File: config.mk
export PLATFORM = sky130hd
export DESIGN_NAME = atm_pin_verifier
export DESIGN_NICKNAME = d
export VERILOG_FILES = /design/src/rtl/atm_pkg.sv /design/src/rtl/atm_fail_counter_bank.sv /design/src/rtl/atm_pin_verifier.sv
export SDC_FILE = /design/constraint.sdc
export NUM_CORES = 1
export LEC_CHECK = 0
export CAP_MARGIN = 20
export CORE_MARGIN = 3
export CORE_UTILIZATION = 40
export DETAILED_ROUTE_END_ITERATION = 8
export GPL_TIMING_DRIVEN = 0
export PLACE_DENSITY = 0.67
export SLEW_MARGIN = 20
export SYNTH_ARGS = -nofsm -noshare
export SYNTH_HDL_FRONTEND = slang
export SYNTH_HIERARCHICAL = 1
export SYNTH_SLANG_ARGS = --single-unit
File: constraint.sdc
create_clock -name clk -period 4.45 [get_ports clk]
set_input_delay 0.89 -clock clk [delete_from_list [all_inputs] [get_ports clk]]
set_output_delay 0.89 -clock clk [all_outputs]
set_load 0.01 [all_outputs]
File: src/rtl/atm_pkg.sv
// Shared widths, status codes and FSM states for the ATM card/PIN blocks.
// The PIN-change and withdraw blocks import the same definitions.
package atm_pkg;

  localparam int CARD_W_DEF    = 10;
  localparam int PIN_W_DEF     = 11;
  localparam int USERS_N_DEF   = 4;
  localparam int MAX_TRIES_DEF = 3;
  localparam int CNT_W         = 2;

  typedef enum logic [1:0] {
    ST_OK      = 2'b00,
    ST_BAD_PIN = 2'b01,
    ST_NO_CARD = 2'b10,
    ST_LOCKED  = 2'b11
  } status_e;

  typedef enum logic [1:0] {
    IDLE = 2'b00,
    RD   = 2'b01,
    CMP  = 2'b10,
    RESP = 2'b11
  } state_e;

endpackage

File: src/rtl/atm_fail_counter_bank.sv
// Per-user saturating failed-attempt counters with an unlock port that
// overrides any same-cycle update, plus a combinational read mux.
module atm_fail_counter_bank
  import atm_pkg::*;
#(
  parameter int N         = USERS_N_DEF,
  parameter int IW        = (N < 1) ? 1 : $clog2(N + 1),
  parameter int MAX_TRIES = MAX_TRIES_DEF
) (
  input  logic             clk,
  input  logic             rst_n,
  input  logic             inc,
  input  logic             clr,
  input  logic [IW-1:0]    upd_idx,
  input  logic             unlock_valid,
  input  logic [IW-1:0]    unlock_idx,
  input  logic [IW-1:0]    rd_idx,
  output logic [CNT_W-1:0] rd_cnt
);

  localparam logic [CNT_W-1:0] MAX_CNT = CNT_W'(MAX_TRIES);

  logic [CNT_W-1:0] cnt [0:N];

  // Unlock beats clr/inc; an unlock index beyond N matches no counter.
  always_ff @(posedge clk) begin
    if (!rst_n) begin
      for (int i = 0; i <= N; i++) cnt[i] <= '0;
    end else begin
      for (int i = 0; i <= N; i++) begin
        if (unlock_valid && unlock_idx == IW'(i)) begin
          cnt[i] <= '0;
        end else if (clr && upd_idx == IW'(i)) begin
          cnt[i] <= '0;
        end else if (inc && upd_idx == IW'(i) && cnt[i] != MAX_CNT) begin
          cnt[i] <= cnt[i] + CNT_W'(1);
        end
      end
    end
  end

  always_comb begin
    rd_cnt = '0;
    for (int i = 0; i <= N; i++) begin
      if (rd_idx == IW'(i)) rd_cnt = cnt[i];
    end
  end

endmodule

File: src/rtl/atm_pin_verifier.sv
// Authenticates a card/PIN request by scanning the card store through a
// synchronous read port, tracking failed attempts and locking cards.
module atm_pin_verifier
  import atm_pkg::*;
#(
  parameter int N         = USERS_N_DEF,
  parameter int CARD_W    = CARD_W_DEF,
  parameter int PIN_W     = PIN_W_DEF,
  parameter int MAX_TRIES = MAX_TRIES_DEF,
  parameter int IW        = (N < 1) ? 1 : $clog2(N + 1)
) (
  input  logic              clk,
  input  logic              rst_n,
  input  logic              req_valid,
  output logic              req_ready,
  input  logic [CARD_W-1:0] req_card,
  input  logic [PIN_W-1:0]  req_pin,
  output logic              rd_en,
  output logic [IW-1:0]     rd_addr,
  input  logic [CARD_W-1:0] rd_card,
  input  logic [PIN_W-1:0]  rd_pin,
  output logic              resp_valid,
  output logic [1:0]        resp_status,
  output logic [IW-1:0]     resp_idx,
  output logic [1:0]        resp_tries,
  input  logic              unlock_valid,
  input  logic [IW-1:0]     unlock_idx
);

  localparam logic [CNT_W-1:0] MAX_CNT = CNT_W'(MAX_TRIES);

  state_e            state;
  logic [CARD_W-1:0] card;
  logic [PIN_W-1:0]  pin;
  logic [IW-1:0]     idx;
  logic [CNT_W-1:0]  cnt_cur;
  logic [CNT_W-1:0]  tries_new;
  logic              match;
  logic              locked;
  logic              pin_ok;
  logic              last;
  logic              cnt_inc;
  logic              cnt_clr;

  assign match   = (rd_card == card);
  assign locked  = (cnt_cur == MAX_CNT);
  assign pin_ok  = (rd_pin == pin);
  assign last    = (idx == IW'(N));
  assign cnt_inc = (state == CMP) && match && !locked && !pin_ok;
  assign cnt_clr = (state == CMP) && match && !locked && pin_ok;

  atm_fail_counter_bank #(
    .N         (N),
    .IW        (IW),
    .MAX_TRIES (MAX_TRIES)
  ) u_fail_cnt (
    .clk          (clk),
    .rst_n        (rst_n),
    .inc          (cnt_inc),
    .clr          (cnt_clr),
    .upd_idx      (idx),
    .unlock_valid (unlock_valid),
    .unlock_idx   (unlock_idx),
    .rd_idx       (idx),
    .rd_cnt       (cnt_cur)
  );

  // Counter value as it will stand after this CMP; a same-cycle unlock wins.
  always_comb begin
    tries_new = cnt_cur;
    if (unlock_valid && unlock_idx == idx) begin
      tries_new = '0;
    end else if (locked) begin
      tries_new = cnt_cur;
    end else if (pin_ok) begin
      tries_new = '0;
    end else begin
      tries_new = cnt_cur + CNT_W'(1);
    end
  end

  // Outputs are registered on entry to the state they belong to, so the
  // store sees rd_en during RD and its data is valid during CMP.
  always_ff @(posedge clk) begin
    if (!rst_n) begin
      state       <= IDLE;
      req_ready   <= 1'b1;
      rd_en       <= 1'b0;
      rd_addr     <= '0;
      resp_valid  <= 1'b0;
      resp_status <= ST_OK;
      resp_idx    <= '0;
      resp_tries  <= '0;
      card        <= '0;
      pin         <= '0;
      idx         <= '0;
    end else begin
      rd_en      <= 1'b0;
      resp_valid <= 1'b0;
      case (state)
        IDLE: begin
          if (req_valid) begin
            card      <= req_card;
            pin       <= req_pin;
            idx       <= '0;
            rd_en     <= 1'b1;
            rd_addr   <= '0;
            req_ready <= 1'b0;
            state     <= RD;
          end
        end
        RD: begin
          state <= CMP;
        end
        CMP: begin
          if (match) begin
            resp_valid  <= 1'b1;
            resp_idx    <= idx;
            resp_tries  <= tries_new;
            resp_status <= locked ? ST_LOCKED : (pin_ok ? ST_OK : ST_BAD_PIN);
            state       <= RESP;
          end else if (last) begin
            resp_valid  <= 1'b1;
            resp_idx    <= '0;
            resp_tries  <= '0;
            resp_status <= ST_NO_CARD;
            state       <= RESP;
          end else begin
            idx     <= idx + IW'(1);
            rd_en   <= 1'b1;
            rd_addr <= idx + IW'(1);
            state   <= RD;
          end
        end
        RESP: begin
          req_ready <= 1'b1;
          state     <= IDLE;
        end
        default: begin
          req_ready <= 1'b1;
          state     <= IDLE;
        end
      endcase
    end
  end

endmodule

Yosys cells after proc, flatten, opt, wreduce, memory -nomap -nowiden
Memories as Yosys holds them, arrays and structs flattened.
Cells that the tools add are included.
- register bits: 36
- memory bits (writable): 10
- input bits: 49
- output and inout bits: 13
- memories: 1
- add/subtract/negate cells: 7
- equal/unequal tests: 23
- mux-type cells: 108
- bitwise gates (word level): 15
- reduce and logical (&&, ||, !) cells: 38
- memory list (name ; words ; width ; read ports ; clocked after Yosys merged registers in ; wr ports ; RTL line ; source):
    u_fail_cnt.cnt ; 5 ; 2 ; 5 ; 0 ; 5 ; atm_fail_counter_bank.sv:23 ; logic [CNT_W-1:0] cnt [0:N];
- operators by type and width (kind ; number):
    $mux W1 ; 68
    $mux W2 ; 31
    $logic_and A1 B1 Y1 ; 25
    $ne A2 B2 Y1 const B ; 8
    $mux W3 ; 5
    $or A1 B1 Y1 ; 15
    $add A2 B1 Y2 const B ; 6
    $eq A3 B2 Y1 const B ; 4
    $eq A11 B11 Y1 ; 1
    $eq A10 B10 Y1 ; 1
    $pmux W2 S4 ; 1
    $reduce_and A2 Y1 ; 4
    $eq A2 B2 Y1 const B ; 3
    $eq A3 B1 Y1 const B ; 2
    $eq A3 B3 Y1 const B ; 2
    $logic_not A3 Y1 ; 2
    $pmux W3 S2 ; 1
    $reduce_bool A2 Y1 ; 3
    $pmux W1 S2 ; 2
    $reduce_and A4 Y1 ; 1
    $add A3 B1 Y3 const B ; 1
    $eq A3 B3 Y1 ; 1
    $eq A2 B1 Y1 const B ; 1
    $logic_not A1 Y1 ; 2
    $logic_not A2 Y1 ; 1

Depth between registers and ports, before layout
Gate-level depths: netlist (run 1).
- depth after elaboration: 18
- mapped depth: 10

By module
Netlist (run 1), hierarchy kept.
- by module, submodules not included (module ; instances ; cells each ; area each (sq um) ; sequential area each (sq um)):
    atm_pin_verifier ; 1 ; 200 ; 1670.4 ; 720.7
    atm_fail_counter_bank ; 1 ; 77 ; 785.8 ; 300.3

Worst setup path after synthesis (run 1)
OpenSTA, ideal clock, no wires.
- path type: flip-flop to flip-flop
- start point: register idx[1]
- end point: memory u_fail_cnt.cnt[0][0], enable pin
- library setup time: 296 ps
- arrival time: 3165 ps
- required time: 4154 ps
- slack: 989 ps
- cell stages (with the launch flop): 11
- period minus slack after synthesis: 3461 ps
- cells stage by stage: dfxtp_1 buf_2 mux2_2 a21oi_1 o22ai_1 ha_1 or4_4 nor2_1 nand2b_4 or4_4 or3b_1
- RTL lines (item ; RTL line ; source):
    start: declaration ; atm_pin_verifier.sv:35 ; logic [IW-1:0] idx;
    start signal: assignment ; atm_pin_verifier.sv:129 ; idx <= idx + IW'(1);
    end: declaration ; atm_fail_counter_bank.sv:23 ;

==> impl_results.md, run 1 <==
- Critical Path, Cell by Cell: buf_2 -> mux2_2 -> a21oi_1 -> o22ai_1 -> ha_1 -> or4_4 -> nor2_1 -> nand2b_4 -> or4_4 -> or3b_1
- IO buf count: 61
- Final Hold Fails: 0
- First-pass GRT wire length: just under 10,000 microns
- # setup viols final: 0
- Status: finished, final reports clean
- Die footprint: between 7000 and 8000 sq um
- Synth top area cells: dfxtp_1, edfxtp_1, nand2_1
- Slew headroom: 0.568
- Peak VDD IR: ~0.14 mV
- Synth Net Count: 334
- CP arrival: around 3.9 ns
- Biggest area consumer among synthesized cells: dfxtp_1
- Post_cts resized: 0
- Largest net degree at the start of global routing: 19
- Worst-margin pin slew: ~0.65 ns
- DPL Wire Length: roughly 4500 microns
- Routed via count: between 2k and 2.5k
- Netlist cell types: 40
- Ratio of cells with drive above 1 in the final layout: 0.0694
- Vias/cell: 5.16
- Required time of the critical path: 4.47 ns
- Synthesized cell area: roughly 2500 sq um
- 1st-iter DRT viols: 54
- Reg2reg setup slack: approximately 0.54 ns
- Period utilization: 0.879
- Syn avg cell area: 8.87 sq um
- Initial antenna violation count: 0
- Setup TNS: 0 ns
- FF-to-FF Start: idx[1]
- Die W: 84.4 microns
- Root buffer cell: clkbuf_8
- Seq cells post-synth: between 40 and 50
- Clk Latency, worst-skew pair: 0.30 ns
- Pwr dens: between 200 and 300 nW/um^2
- CTS sink cnt: 46
- Worst Setup End Kind: flip-flop
- Vias in the first global route: ~2.1k
- RePlAce Congestion: 0.774
- Wirelength per Cell: approximately 14 microns
- Final cell area excluding filler cells: 3270 sq um
- Number of flops mapped to enable cells by yosys: 10
- Area grow syn2layout: 33.1%
- Synth Instances: 277
- Gr ovfl total: 0
- CTS tree: yes
- Row cnt: 27
- Worst-path clk slew: 0.09 ns
- Hold buffers post-CTS: 0
- Initial Utilization: 0.430
- N_diodes: 0
- Worst stage delay on the critical path: ~0.68 ns
- 1st-pass router iterations: 4
- Tot GR Track Use: 0.168
- Die height: 84.4 microns
- Clock Tree Buf Depth: 2
- Cell count after placement: about 400
- CP Max Fanout: 15
- Reg2reg path depth: 10
- Synth warn: 6
- Final WL: about 5800 microns
- Clock skew: ~0.0076 ns
- Fmax: around 260 MHz
- Setup CP Type: flip-flop to flip-flop
- Post-CTS Setup Inserts: 0
- Detailed-route DRC error count: 0
- Core Footprint: 5710 sq um
- Minimum clock period: 3.91 ns
- CTS buffer count: 5
- Tot Pwr: ~0.0009 W
- Most used cell, CP: or4_4
- CP Launch Type: flip-flop
- Slew Viols, Final: 0
- Worst hold slack: 0.469 ns
- Cell Area, Placed: between 3000 and 4000 sq um
- Num ports: between 60 and 70
- Post-route ant nets: 0
- Max stage delay cell, worst path: dfxtp_1
- Synth top area share: 0.293
- Final net count: 402
- Worst Hold Class: flip-flop to flip-flop
- Async SR Flop Fraction: 0
- Pleak: 1.18 nW
- Register area share after synthesis: 0.416
- FILL cells: between 500 and 600
- CP endpoint: u_fail_cnt/cnt[0][1]
- # Max-Cap Violations: 0
- Unrepaired setup endpoints after global routing: false
- End of the worst register-to-register path: u_fail_cnt/cnt[0][1]
- Setup crit start: idx[1]
- CTS HTree Levels: 2
- Final std cells w/o fill: 418
- Main flop type after synthesis: dfxtp_1
flip-flops by register name (all words and copies together) (netlist names):
name            cells
rd_en               1
pin                11
resp_tries          2
card               10
resp_idx            3
state               2
u_fail_cnt/cnt     10
resp_status         2
idx                 3
req_ready           1
resp_valid          1
cell type report:
type                       instances  area, sq um  share of cell area
multi-input combinational        210         1360               0.415
tap                               72         90.1              0.0276
sequential                        46         1020               0.312
buffer                             9         35.0              0.0107
inverter                          12         45.0              0.0138
clock buffer                       8          111              0.0341
timing repair buffer              61          611               0.187
layout by cell type, fill, tap and decap left out, drive strengths merged, types with 4 or more instances in the layout:
| master | netlist | final |
|---|---|---|
| clkdlybuf4s50 | 0 | 61 |
| nand2 | 58 | 58 |
| dfxtp | 36 | 36 |
| a21oi | 27 | 27 |
| xnor2 | 22 | 22 |
| clkbuf | 8 | 16 |
| inv | 12 | 12 |
| nand2b | 12 | 12 |
| nor3 | 11 | 11 |
| edfxtp | 10 | 10 |
| ha | 8 | 8 |
| o21ai | 7 | 7 |
| a22o | 6 | 6 |
| nand3 | 5 | 5 |
| nand4 | 5 | 5 |
| or3 | 5 | 5 |
| nor2 | 5 | 5 |
| or4 | 4 | 4 |
| mux2i | 4 | 4 |
| or3b | 4 | 4 |
cells in the mapped netlist, types with 4 or more instances:
cell type  instances
xnor2_1           22
nor3_1            11
clkbuf_1           8
inv_1             12
nand4_1            5
or4_4              4
a21oi_1           27
dfxtp_1           36
nand2b_1           9
a22o_1             6
or3_1              5
o21ai_0            7
nand2_1           58
ha_1               8
or3b_1             4
edfxtp_1          10
nor2_1             5
mux2i_1            4
nand3_1            5
stage by stage:
stage	utilization	setup slack, ns
3_3_place_gp	0.553	0.526
5_1_grt	0.572	0.332
2_1_floorplan	-	0.989
6_report	0.572	0.540
4_1_cts	0.572	0.540
3_5_place_dp	0.553	0.480
worst min-delay path by stage:
stage,start,end,slack (ns),depth (start not counted)
floorplan,card[0],card[0],0.45,2
CTS,card[7],card[7],0.47,2
finish,pin[9],pin[9],0.47,2
global route,card[4],card[4],0.49,2
global placement,pin[9],pin[9],0.46,2
detailed placement,pin[9],pin[9],0.46,2
critical path: cells and delay by family, from the launching register on:
family,cells,cell delay (ns)
multiplexers,1,0.34
AO/OA/AOI/OAI,2,0.31
flip-flops,1,0.68
buffers and inverters,1,0.28
adder cells (fa/ha/maj),1,0.32
AND/OR/NAND/NOR,5,1.68
metal layers:
| layer | global-route usage | vias up | share of wire |
|---|---|---|---|
| met2 | 0.264 | 59 | 0.45 |
| met3 | 0.0579 | 9 | 0.064 |
| met1 | 0.219 | 983 | 0.47 |
| met5 | 0 | - | 0 |
| li1 | - | 1104 | - |
| met4 | 0.0518 | 0 | 0.014 |
where the power goes:
part,leakage (nW),internal (W),switching (W)
clock,0.0566,0.000161,0.000140
combinational,0.721,0.0000860,0.0000713
sequential,0.398,0.000445,0.0000180
total,1.18,0.000691,0.000230
cell families after synthesis:
group | count (synthesis) | share of synthesized area
and+or+nand+nor | 122 | 0.277
buffers and inverters | 21 | 0.0326
xor gates and xnor gates | 24 | 0.0856
muxes | 5 | 0.0209
DFF | 46 | 0.416
adders and majority gates | 8 | 0.0408
AOI/OAI and AO/OA | 51 | 0.128
(Power assumes the default switching activity.)
==> run 2, diff against run 1 <==
CORE_UTILIZATION = 44   (was 40)
PLACE_DENSITY = 0.76   (was 0.67)
clock period = 3.2 ns   (was 4.45 ns; I/O delays follow)
==> run 2 against run 1 <==
Effect of this change:
- utilization grew 6.7 points
- design area grew 2.5%
- critical path depth shrank 1
==> impl_results.md, run 2 (synthesis gave the netlist of run 1 again) <==
- Status: finished, final reports clean
- Worst slack, placed: -0.448 ns (-0.928 ns)
- Detailed-route DRC error count: 0 (unchanged)
- # Max-Cap Violations: 0 (unchanged)
- Unrepaired setup endpoints after global routing: false
- Pleak: 1.22 nW (+4.0%)
- Vias in the first global route: 2,148 (+3.7%)
- Peak VDD IR: 0.234 mV (+69%)
- Fmax: around 320 MHz
- Slew Viols, Final: 0 (unchanged)
- Clock Tree Buf Depth: 2 (unchanged)
- Num ports: 62 (unchanged)
- Initial antenna violation count: 0 (unchanged)
- Area grow syn2layout: 36.4%
- CP Max Fanout: 3 (-12)
- 1st-pass router iterations: 4 (unchanged)
- Wirelength per Cell: 14.0 microns (+0.98%)
- Clock skew: 0.0115 ns (+0.00393 ns)
- Clk Latency, worst-skew pair: 0.30 ns (about the same)
- CTS HTree Levels: 2 (unchanged)
- Final worst slack: 0.0973 ns (-0.442 ns)
- Row cnt: 26 (-3.7%)
- Hold buffers post-CTS: 0 (unchanged)
- Die W: 80.7 microns (-4.3%)
- Worst hold slack: 0.470 ns (+0.00146 ns)
- Slew headroom: 0.608 (+0.0396)
- Post-route ant nets: 0 (unchanged)
- Setup CP Type: primary input to flip-flop
- FILL cells: 465 (-14%)
- Core Footprint: 5240 sq um (-8.3%)
- Commonest non-fill, non-tap cell in the layout: clkdlybuf4s50_1
- Die height: 80.7 microns (-4.3%)
- Largest register by flop count: pin
- 1st-iter DRT viols: 134 (+150%)
- Max reg flops: 11 (unchanged)
- CTS tree: yes
- Period utilization: 0.970
- Reg2reg setup slack: 0.12 ns (-0.42 ns)
- Tot GR Track Use: 0.190 (+0.0222)
- Die footprint: 6510 sq um (-8.5%)
- Minimum clock period: ~3.1 ns
- Worst-margin pin slew: 0.583 ns (-0.0634 ns)
- Final net count: 408 (+1.5%)
- RePlAce Congestion: 0.822 (+6.2%)
- Final Hold Fails: 0 (unchanged)
- Required time of the critical path: 3.23 ns (-1.24 ns)
- Vias/cell: 5.22 (+1.2%)
- # setup viols final: 0 (unchanged)
- Worst-path clk slew: 0.09 ns (about the same)
- Routed via count: 2,202 (+2.2%)
- Initial Utilization: 0.469 (+0.0387)
- Worst Hold Class: flip-flop to flip-flop
- Pwr dens: 371 nW/um^2 (+32%)
- Root buffer cell: clkbuf_8
- Worst Setup End Kind: flip-flop
- Biggest regs: pin (11), card (10), u_fail_cnt/cnt (10)
- N_diodes: 0 (unchanged)
- DPL Wire Length: 4400 microns (-2.1%)
- IO buf count: 61 (unchanged)
- Final WL: 5920 microns (+1.9%)
- CP arrival: 3.13 ns (-0.80 ns)
- CP Launch Type: primary input
- CTS sink cnt: 46 (unchanged)
- Ratio of cells with drive above 1 in the final layout: 0.114 (+0.0443)
- Gr ovfl total: 0 (unchanged)
- Largest net degree at the start of global routing: 19 (unchanged)
- CTS buffer count: 5 (unchanged)
- Commonest non-fill, non-tap cells in the layout: clkdlybuf4s50_1, nand2_1, dfxtp_1, a21oi_1, xnor2_1
- First-pass GRT wire length: 9750 microns (+1.1%)
## run 2: report_power, final
part | total (W) | leakage [nW] | internal (W) | switching [W]
Sequential | 0.000642 | 0.400 | 0.000618 | 0.0000236
Clock | 0.000364 | 0.0482 | 0.000174 | 0.000190
Combinational | 0.000238 | 0.774 | 0.000131 | 0.000108
Total | 0.00124 | 1.22 | 0.000923 | 0.000321
## run 2: through the flow
step / utilization / cells / setup TNS [ns] / instance area (sq um) / total power (W)
5_1_grt: 0.640 / 422 / 0 / 3350 / 0.00130
3_3_place_gp: 0.603 / 408 / -5.48 / 3160 / 0.000869
4_1_cts: 0.630 / 418 / 0 / 3300 / 0.00124
3_5_place_dp: 0.603 / 408 / -5.94 / 3160 / 0.000876
2_1_floorplan: - / 277 / 0 / 2460 / 0.000770
6_report: 0.640 / 422 / 0 / 3350 / 0.00124
## run 2: final timing paths
kind	endpoint	depth (start not counted)	from
max reg2reg	u_fail_cnt/cnt[0][1]	9	idx[2]
min	pin[3]	2	pin[3]
max	u_fail_cnt/cnt[0][1]	9	rd_card[2]
min reg2reg	pin[3]	2	pin[3]
## run 2: metal layers
layer,GRT usage,part of all wire,routed length [microns],vias to the layer above
met5,0,0,0,-
met4,0.0473,0.011,67,0
met3,0.0594,0.075,446,9
met2,0.329,0.48,2860,62
met1,0.230,0.43,2550,1013
li1,-,-,-,1118
## run 2: cell type report
cell class | count | area, sq um | area share
repair buffers | 68 | 666 | 0.199
multi-input cells | 210 | 1400 | 0.418
clock inverters | 1 | 5.00 | 0.00149
well taps | 70 | 87.6 | 0.0261
clock buffers | 7 | 86.3 | 0.0258
flip-flops and latches | 46 | 1030 | 0.307
inverters | 12 | 45.0 | 0.0134
plain buffers | 8 | 30.0 | 0.00896
## run 2: what timing repair did
action,in CTS,in global routing
buffers inserted,3,4
endpoints found under the setup margin,20,11
gates resized for setup,7,5
pin swaps,2,5
## run 2: worst max-delay path, cell delays in order
cell	delay [ns]
clkdlybuf4s50_1	0.48
xnor2_1	0.14
nand2_1	0.07
or3_1	0.36
or4_4	0.47
nor2_4	0.16
nand2b_4	0.07
or4_4	0.49
or3b_4	0.26
